--- src/rtl/link_tx_pattern_gen.sv ---
// Transmit word source for the 8-bit clk160 serial links: training pattern,
// PRBS7 with single-bit error injection, or user payload, plus readback counters.
//
// state    | meaning
// ---------+-------------------------------------------------------------
// ST_IDLE  | link disabled, IDLE_WORD on the wire, LFSR parked at the seed
// ST_TRAIN | TRAIN_LEN words of TRAIN_WORD for far-end delay/eye lock
// ST_RUN   | word source selected by tx_mode, train_done asserted
module link_tx_pattern_gen #(
  parameter logic [7:0]  TRAIN_WORD = 8'hAA,
  parameter int unsigned TRAIN_LEN  = 64,
  parameter logic [7:0]  IDLE_WORD  = 8'hF0,
  parameter logic [6:0]  PRBS_SEED  = 7'h7F
) (
  input  logic        clk160,
  input  logic        rstb,
  input  logic        tx_enable,
  input  logic [1:0]  tx_mode,
  input  logic [7:0]  data_in,
  input  logic        data_valid,
  output logic        data_ready,
  input  logic        inject_err,
  input  logic        reset_counters,
  output logic [7:0]  D_IN,
  output logic [1:0]  tx_state,
  output logic        train_done,
  output logic [31:0] word_counter,
  output logic [31:0] err_inj_counter
);

  typedef enum logic [1:0] {
    ST_IDLE  = 2'd0,
    ST_TRAIN = 2'd1,
    ST_RUN   = 2'd2
  } state_t;

  localparam logic [1:0]  MODE_USER  = 2'd0;
  localparam logic [1:0]  MODE_PRBS  = 2'd1;
  localparam logic [1:0]  MODE_TRAIN = 2'd2;
  localparam logic [15:0] TRAIN_LAST = 16'(TRAIN_LEN - 1);

  state_t      state;
  state_t      state_nxt;
  logic [15:0] train_cnt;
  logic [6:0]  lfsr;
  logic [6:0]  prbs_next;
  logic [7:0]  prbs_out;
  logic [2:0]  inj_sync;
  logic        inj_pending;
  logic        inj_edge;
  logic        inj_fire;
  logic        run_word;
  logic        prbs_word;
  logic        ready_nxt;
  logic        accept;
  logic [7:0]  word_nxt;

  // Eight serial steps of x^7 + x^6 + 1; the first generated bit lands in bit0.
  function automatic logic [14:0] prbs_step8(input logic [6:0] s_in);
    logic [6:0] s;
    logic [7:0] w;
    logic       n;
    s = s_in;
    w = '0;
    for (int i = 0; i < 8; i++) begin
      n    = s[6] ^ s[5];
      s    = {s[5:0], n};
      w[i] = n;
    end
    return {s, w};
  endfunction

  always_comb begin
    state_nxt = state;
    case (state)
      ST_IDLE:  if (tx_enable) state_nxt = ST_TRAIN;
      ST_TRAIN: if (train_cnt == TRAIN_LAST) state_nxt = ST_RUN;
      ST_RUN:   state_nxt = ST_RUN;
      default:  state_nxt = ST_IDLE;
    endcase
    if (!tx_enable) state_nxt = ST_IDLE;
  end

  // A word offered while enable falls or the mode leaves USER is refused,
  // even though data_ready is still high for that one cycle.
  always_comb begin
    run_word  = (state == ST_RUN) && tx_enable;
    prbs_word = run_word && (tx_mode == MODE_PRBS);
    ready_nxt = (state_nxt == ST_RUN) && (tx_mode == MODE_USER);
    accept    = data_valid && data_ready && ready_nxt;
    inj_edge  = (inj_sync == 3'b001);
    inj_fire  = prbs_word && inj_pending;
    {prbs_next, prbs_out} = prbs_step8(lfsr);
  end

  always_comb begin
    word_nxt = IDLE_WORD;
    if (tx_enable) begin
      case (state)
        ST_TRAIN: word_nxt = TRAIN_WORD;
        ST_RUN: begin
          case (tx_mode)
            MODE_USER:  word_nxt = accept ? data_in : IDLE_WORD;
            MODE_PRBS:  word_nxt = prbs_out ^ {7'b0, inj_pending};
            MODE_TRAIN: word_nxt = TRAIN_WORD;
            default:    word_nxt = IDLE_WORD;
          endcase
        end
        default: word_nxt = IDLE_WORD;
      endcase
    end
  end

  always_ff @(posedge clk160 or negedge rstb) begin
    if (!rstb) begin
      state      <= ST_IDLE;
      train_cnt  <= '0;
      D_IN       <= IDLE_WORD;
      data_ready <= 1'b0;
      train_done <= 1'b0;
    end else begin
      state      <= state_nxt;
      train_cnt  <= (state == ST_TRAIN && state_nxt == ST_TRAIN) ? train_cnt + 16'd1 : '0;
      D_IN       <= word_nxt;
      data_ready <= ready_nxt;
      train_done <= (state_nxt == ST_RUN);
    end
  end

  // Any cycle that does not emit a PRBS word parks the LFSR on the seed.
  always_ff @(posedge clk160 or negedge rstb) begin
    if (!rstb) begin
      lfsr        <= PRBS_SEED;
      inj_sync    <= '0;
      inj_pending <= 1'b0;
    end else begin
      lfsr     <= prbs_word ? prbs_next : PRBS_SEED;
      inj_sync <= {inj_sync[1:0], inject_err};
      if (state_nxt == ST_IDLE) begin
        inj_pending <= 1'b0;
      end else if (inj_fire) begin
        inj_pending <= 1'b0;
      end else if (inj_edge) begin
        inj_pending <= 1'b1;
      end
    end
  end

  always_ff @(posedge clk160 or negedge rstb) begin
    if (!rstb) begin
      word_counter    <= '0;
      err_inj_counter <= '0;
    end else if (reset_counters) begin
      word_counter    <= '0;
      err_inj_counter <= '0;
    end else begin
      if (run_word && word_counter != 32'hFFFF_FFFF) begin
        word_counter <= word_counter + 32'd1;
      end
      if (inj_fire && err_inj_counter != 32'hFFFF_FFFF) begin
        err_inj_counter <= err_inj_counter + 32'd1;
      end
    end
  end

  assign tx_state = state;

endmodule

--- config.mk ---
export PLATFORM = sky130hd
export DESIGN_NAME = link_tx_pattern_gen
export DESIGN_NICKNAME = d
export VERILOG_FILES = /design/src/rtl/link_tx_pattern_gen.sv
export SDC_FILE = /design/constraint.sdc
export NUM_CORES = 1
export LEC_CHECK = 0
export BUFFER_PORTS_ARGS = -buffer_cell sky130_fd_sc_hd__buf_2
export CORE_MARGIN = 2
export CORE_UTILIZATION = 55
export DETAILED_ROUTE_END_ITERATION = 6
export PLACE_DENSITY = 0.89
export SYNTH_ARGS = -nofsm -noshare
export SYNTH_HDL_FRONTEND = slang
export SYNTH_SLANG_ARGS = --single-unit
--- constraint.sdc ---
create_clock -name clk160 -period 3.05 [get_ports clk160]
set_clock_uncertainty 0.1 [all_clocks]
set_input_delay 0.61 -clock clk160 [delete_from_list [all_inputs] [get_ports clk160]]
set_output_delay 0.61 -clock clk160 [all_outputs]
set_load 0.005 [all_outputs]
==> results.tsv, run 1 <==
stage	metric	value	unit
run_status	status	finished clean	
critical_path	cp_num_buf_inv	1	
logic_synthesis	synth.distinct_cells	56	
floorplanning	initial_core_util	56.61	%
critical_path	crit_required	3.21	ns
critical_path	worst-path-max-fanout	10	
clock_tree	clk_pin_slew	0.10	ns
sta	period_minus_slack	2.720	ns
clock_tree	cts_tree	done	
run	max_cap_viol_count	0	
detailed_routing	drc	0	
floorplanning	dieArea	10830	um2
finish	antenna_cells	0	
clock_tree	ctsHoldBuffers	0	
finish	fin_nets	699	
global_route	grt-ovfl-total	0	
critical_path	crit_path_start_kind	register	
pwr	p_leak	0.002596	uW
finish	drive_above_1_share	22.47	%
logic_synthesis	synth_nets	609	
critical_path	cp-end-kind	register	
clock_tree	cts_resized	0	
logic_synthesis	syn_area	5508	um2
sta	relSlewSlack	51.65	%
clock_tree	cts_buffer_depth	2	
detailed_routing	drt_iter0_drc	473	
pwr	power_density	383.3	nW/um2
sta	finalSetupTns	0	ns
place	port_buffers	91	
detailed_routing	dr.pass1.iters	5	
logic_synthesis	yosys_warnings	0	
clock_tree	numCtsBuffers	9	
clock_tree	cts_setup_buffers	0	
detailed_routing	ant_nets	0	
floorplanning	fp.dieW	104.1	um
detailed_routing	post_drt_via_cell_ratio	6.147	
sta	finalSetupViolations	0	
logic_synthesis	netlist_instances	586	
logic_synthesis	synth.avg_cell_area	9.399	um2
floorplanning	die_h	104.1	um
place	dp_hpwl	9144	um
detailed_routing	routed-via-count	5004	
critical_path	critPathMaxStageDelay	0.62	ns
global_route	grt_pass1_vias	4783	
detailed_routing	wl_per_cell	15.87	um
clock_tree	htreeDepth	3	
logic_synthesis	yosys.area.top_type	dfrtp_1	
floorplanning	core_area	9729	um2
clock_tree	clock_latency	0.37	ns
logic_synthesis	ys_seq_area_share	47.05	%
detailed_routing	wl	12920	um
sta	hold_violations	0	
global_route	antenna_found_initial	0	
sta	worst_pin_slew	0.7252	ns
clock_tree	cts_sinks	103	
logic_synthesis	yosys.area.top_type_share	41.80	%
sta	post-route-period-util	89.17	%
finish	fillerInstances	779	
clock_tree	cts_root_buf	clkbuf_8	
pwr	max-vdd-ir-drop	0.2182	mV
place	place.gp.congestion	0.8771	
sta	fmax	367.7	MHz
sta	whs	0.1838	ns
logic_synthesis	ys_seq_elements	103	
logic_synthesis	synthTopCellsByArea	dfrtp_1 (42%), dfstp_2 (5.2%), a21oi_1 (4.5%), nand2_1 (3.7%), or4_1 (3.4%)	
critical_path	cp_data_arrival_time	2.88	ns
worst_hold_path	hold_class	in2async	
critical_path	slowest_stage	or4_4	
finish	area_growth	14.45	%
sta	rsz0062_at_grt	no	
critical_path	cp_cell_sequence	inv_1 > ha_1 > and4b_1 > nand2_1 > or4_4 > nor4_1 > mux2_2	
place	place_ws	0.3528	ns
floorplanning	io_pins	92	
sta	drv_slew	0	
floorplanning	row_count	36	
sta	layout_setup_ws	0.3303	ns
critical_path	critPathTopFamily	simple AND/OR/NAND/NOR gates	
critical_path	critPathKind	reg2reg	
global_route	grt_max_degree	57	
global_route	grt_use_total	24.61	%
global_route	grt_pass1_wl	21960	um
==> logic make-up after synthesis <==
family | after synthesis | share of synthesized area (%)
AND/OR/NAND/NOR | 274 | 27.62
flip-flops | 103 | 47.05
adder cells (fa/ha/maj) | 7 | 1.590
XOR/XNOR | 31 | 4.930
AO/OA/AOI/OAI | 123 | 13.47
multiplexers | 7 | 1.386
buffers and inverters | 41 | 3.953
==> synthesized netlist by cell type, drive strengths merged <==
master and count:
inv 16, o32ai 2, nand4b 1, o21ai 26, dfstp 11, nand3 25
nor4b 3, or2 4, nand2b 5, buf 8, o311ai 1, o211ai 3
o21bai 1, nand4 23, o31ai 24, xor2 13, or4 26, a211oi 2
and2 5, mux2i 2, clkbuf 16, and4b 1, o22ai 2, ha 7
nor2b 10, a31oi 5, o2111ai 2, o31a 1, dfrtp 92, o21ba 1
nand2 54, a21oi 50, nor4 12, nor2 46, or3 29, and3 5
o41ai 1, dlygate4sd3 1, and4 11, xnor2 18, o21a 1, nor3 14
o221ai 1, mux2 5
==> sequential cells by signal, indices dropped and copies added, names as in the netlist <==
name,flops
train_cnt,16
err_inj_counter,32
inj_pending,1
data_ready,1
inj_sync,3
D_IN,8
word_counter,32
lfsr,7
train_done,1
tx_state,2
==> metrics by stage <==
stage	utilization [%]	std cells	area (um2)	total power [uW]
floorplan	-	586	5508	1466
global placement	62.62	798	6092	1521
detailed placement	62.62	798	6092	1527
CTS	64.79	814	6304	2438
global route	64.79	814	6304	2506
finish	64.79	814	6304	2416
==> worst register-to-register path: cells and delay by family (launching register included) <==
family	cells	cell delay (ns)
AND/OR/NAND/NOR	4	1.29
adder cells (fa/ha/maj)	1	0.26
flip-flops	1	0.45
multiplexers	1	0.38
buffers and inverters	1	0.13
==> worst paths after layout <==
check	start	endpoint	slack, ns	depth (start not counted)
setup / recovery	tx_state[0]$_DFF_PN0_	err_inj_counter[25]$_DFFE_PN0P_	0.33	7
hold / removal	rstb	data_ready$_DFF_PN0_	0.18	1
setup reg to reg	tx_state[0]$_DFF_PN0_	err_inj_counter[25]$_DFFE_PN0P_	0.33	7
hold reg to reg	inj_sync[0]$_DFF_PN0_	inj_sync[1]$_DFF_PN0_	0.29	0
max in group asynchronous	rstb	lfsr[4]$_DFF_PN1_	1.90	2
min in group clk160	inject_err	inj_sync[0]$_DFF_PN0_	0.25	1
==> routing by layer <==
metal  vias up  track usage, %  share of wire (%)
met5         -               0                  0
met4         0           13.22                3.4
met3        35           4.135                6.7
met2       212           39.29                 48
met1      2410           32.19                 42
li1       2347               -                  -
==> layout by cell type, fill, tap and decap left out, types with 4 or more instances in the layout <==
cell,n
a21oi_1,50
a31oi_1,5
and2_1,4
and3_1,4
and4_1,10
buf_2,90
buf_4,13
clkbuf_8,9
clkinv_2,4
dfrtp_1,92
dfstp_2,11
ha_1,7
inv_1,16
mux2_2,5
nand2_1,54
nand2b_1,5
nand3_1,25
nand4_1,23
nor2_1,46
nor2b_1,10
nor3_1,12
nor4_1,10
o21ai_0,26
o31ai_1,23
or2_2,4
or3_1,27
or4_1,25
xnor2_1,18
xor2_1,13
==> power breakdown <==
| group | switching (uW) | total [uW] | internal [uW] |
|---|---|---|---|
| logic | 80.8 | 115 | 33.7 |
| clock network | 460 | 916 | 456 |
| registers | 7.16 | 1390 | 1380 |
| total | 548 | 2420 | 1870 |
==> area by class of cell <==
class	count	area (um2)	share of cell area [%]
flip-flops and latches	103	2591	41.11
clock inverters	7	87.58	1.389
clock buffers	9	123.9	1.965
repair buffers	104	568.0	9.012
inverters	16	60.06	0.9528
well taps	133	166.4	2.640
multi-input cells	442	2706	42.93
No activity file was read; power rests on OpenSTA's default activity.
==> run 2, diff against run 1 <==
--- a/config.mk
+++ b/config.mk
@@ -7,9 +7,9 @@
 export LEC_CHECK = 0
 export BUFFER_PORTS_ARGS = -buffer_cell sky130_fd_sc_hd__buf_2
 export CORE_MARGIN = 2
-export CORE_UTILIZATION = 55
+export CORE_UTILIZATION = 57
 export DETAILED_ROUTE_END_ITERATION = 6
-export PLACE_DENSITY = 0.89
+export PLACE_DENSITY = 0.92
 export SYNTH_ARGS = -nofsm -noshare
 export SYNTH_HDL_FRONTEND = slang
 export SYNTH_SLANG_ARGS = --single-unit
==> constraint.sdc (replaced) <==
create_clock -name clk160 -period 3.05 [get_ports clk160]
set_clock_uncertainty 0.1 [all_clocks]
set_input_delay 0 -clock clk160 [delete_from_list [all_inputs] [get_ports clk160]]
set_output_delay 0 -clock clk160 [all_outputs]
set_load 0.005 [all_outputs]
==> results.tsv, run 2 (synthesized netlist as in run 1, its figures left out) <==
stage	metric	value	unit	change
critical_path	startpoint	tx_state[1]$_DFF_PN0_		
detailed_routing	post_drt_via_cell_ratio	6.318		+2.8%
sta	hold_violations	0		unchanged
critical_path	r2r_start	tx_state[1]$_DFF_PN0_		
detailed_routing	wl	14370	um	+11%
sta	whs	0.08275	ns	-0.1010 ns
critical_path	cp_data_arrival_time	3.12	ns	+0.24 ns
clock_tree	cts_sinks	103		unchanged
critical_path	crit_required	3.25	ns	+0.04 ns
finish	stdcell_count	827		+1.6%
floorplanning	initial_core_util	59.05	%	+2.4 points
worst_hold_path	hp-start	tx_mode[0]		
critical_path	critPathKind	reg2reg		
sta	relSlewSlack	46.36	%	-5.3 points
place	dp_hpwl	9707	um	+6.2%
pwr	p_leak	0.002628	uW	+1.2%
floorplanning	dieArea	10470	um2	-3.4%
place	place_inst	793		-0.63%
detailed_routing	wl_per_cell	17.38	um	+9.5%
finish	final_cell_mix	dfrtp_1 (92), buf_2 (90), nand2_1 (54), a21oi_1 (50), nor2_1 (46)		
finish	fillerInstances	669		-14%
sta	worst_pin_slew	0.7998	ns	+0.07455 ns
place	place.gp.congestion	0.8577		-2.2%
pwr	internal_power	1722	uW	-7.8%
clock_tree	htreeDepth	3		unchanged
clock_tree	clk_pin_slew	0.10	ns	about the same
sta	drv_slew	0		unchanged
pwr	p_comb_share	6.0	%	+1.3 points
pwr	max-vdd-ir-drop	0.2198	mV	+0.72%
pwr	swShare	24.41	%	+1.7 points
place	port_buffers	91		unchanged
clock_tree	cts_buffer_depth	2		unchanged
detailed_routing	ant_nets	0		unchanged
floorplanning	io_pins	92		unchanged
sta	finalSetupTns	0	ns	unchanged
finish	antenna_cells	0		unchanged
floorplanning	die_h	102.3	um	-1.7%
detailed_routing	drc	0		unchanged
finish	final_common_cell	dfrtp_1		
pwr	clockPowerShare	33.2	%	-4.7 points
global_route	grt_max_degree	57		unchanged
detailed_routing	routed-via-count	5225		+4.4%
pwr	pwr-share-seq	60.8	%	+3.5 points
sta	rsz0062_at_grt	no		
floorplanning	fp.dieW	102.3	um	-1.7%
detailed_routing	dr.pass1.iters	5		unchanged
sta	fmax	342.8	MHz	-6.8%
worst_hold_path	hold_class	in2reg		
pwr	p_switching	556.2	uW	+1.5%
run	max_cap_viol_count	0		unchanged
finish	reg_top3	err_inj_counter: 32 flops, word_counter: 32 flops, train_cnt: 16 flops		
clock_tree	clock_latency	0.37	ns	about the same
detailed_routing	drt_iter0_drc	371		-22%
critical_path	ff2ff_path_depth	8		+1
critical_path	crit_path_start_kind	register		
critical_path	worst-path-max-fanout	8		-2
pwr	power_density	355.2	nW/um2	-7.3%
pwr	power	2278	uW	-5.7%
finish	drive_above_1_share	21.49	%	-0.98 points
critical_path	cp-end-kind	register		
global_route	grt_pass1_vias	4998		+4.5%
global_route	grt_pass1_wl	23670	um	+7.8%
clock_tree	cts_tree	done		
finish	area_growth	16.47	%	
clock_tree	cts_root_buf	clkbuf_8		
floorplanning	core_area	9328	um2	-4.1%
finish	fin_nets	716		+2.4%
global_route	grt-ovfl-total	0		unchanged
clock_tree	numCtsBuffers	9		unchanged
sta	finalSetupViolations	0		unchanged
floorplanning	row_count	35		-2.8%
global_route	antenna_found_initial	0		unchanged
worst_hold_path	min_path_cells	4		
sta	period_minus_slack	2.917	ns	+0.1975 ns
sta	post-route-period-util	95.64	%	+6.5 points
global_route	grt_use_total	28.59	%	+4.0 points
finish	post-route-util	68.77	%	+4.0 points
run_status	status	finished clean		
run 2: cell types whose count changed in the layout (fill, tap and decap cells not counted), moves of 2 or more:
cell           change
clkbuf_1           +4
clkinv_2           -3
dlygate4sd3_1     +18
bufinv_16          -2
run 2: power groups by stage:
stage,registers [uW],clock network (uW),logic [uW]
4_1_cts,1390,755,130
2_1_floorplan,1410,0,54.3
3_5_place_dp,1410,0,114
5_1_grt,1390,806,151
6_report,1390,756,137
3_3_place_gp,1410,0,110
run 2: per-stage QoR:
stage | instance area, um2 | setup WS (ns)
2_1_floorplan | 5508 | 0.4894
3_3_place_gp | 6067 | 0.4328
3_5_place_dp | 6067 | 0.2721
4_1_cts | 6406 | 0.2162
5_1_grt | 6415 | 0.04754
6_report | 6415 | 0.1329
run 2: final timing paths:
path / end / slack (ns)
setup / recovery: D_IN[5]$_DFF_PN1_ / 0.13
hold reg to reg: inj_sync[2]$_DFF_PN0_ / 0.29
min in group asynchronous: train_cnt[11]$_DFF_PN0_ / 0.15
max in group asynchronous: lfsr[6]$_DFF_PN1_ / 1.83
setup reg to reg: D_IN[5]$_DFF_PN1_ / 0.13
hold / removal: D_IN[4]$_DFF_PN1_ / 0.08
run 2: final cells by class:
cell class | instances | area (um2) | share of cell area, %
clock buffer | 13 | 138.9 | 2.165
clock inverter | 3 | 20.02 | 0.3121
inverter | 16 | 60.06 | 0.9362
multi-input combinational | 442 | 2715 | 42.32
sequential | 103 | 2591 | 40.39
tap | 129 | 161.4 | 2.516
timing repair buffer | 121 | 728.2 | 11.35
run 2: routing by layer:
metal | wire [um] | track usage [%]
met3 | 768 | 3.899
met5 | 0 | 0
met4 | 413 | 12.41
met2 | 7175 | 47.57
met1 | 6014 | 37.70
run 2: what timing repair did:
item,CTS,global route
endpoints found under the setup margin,0,2
hold endpoints to repair,67,0
hold buffers,18,0
gates resized for setup,0,2
buffers inserted,0,0
run 2: critical path, cell delays in order (launching register included):
cell and delay, ns:
dfrtp_1 0.48, inv_1 0.12, ha_2 0.26, nor2b_1 0.23
o221ai_2 0.18, or4_1 0.57, nor3_1 0.21, o21ai_0 0.13
dlygate4sd3_1 0.58
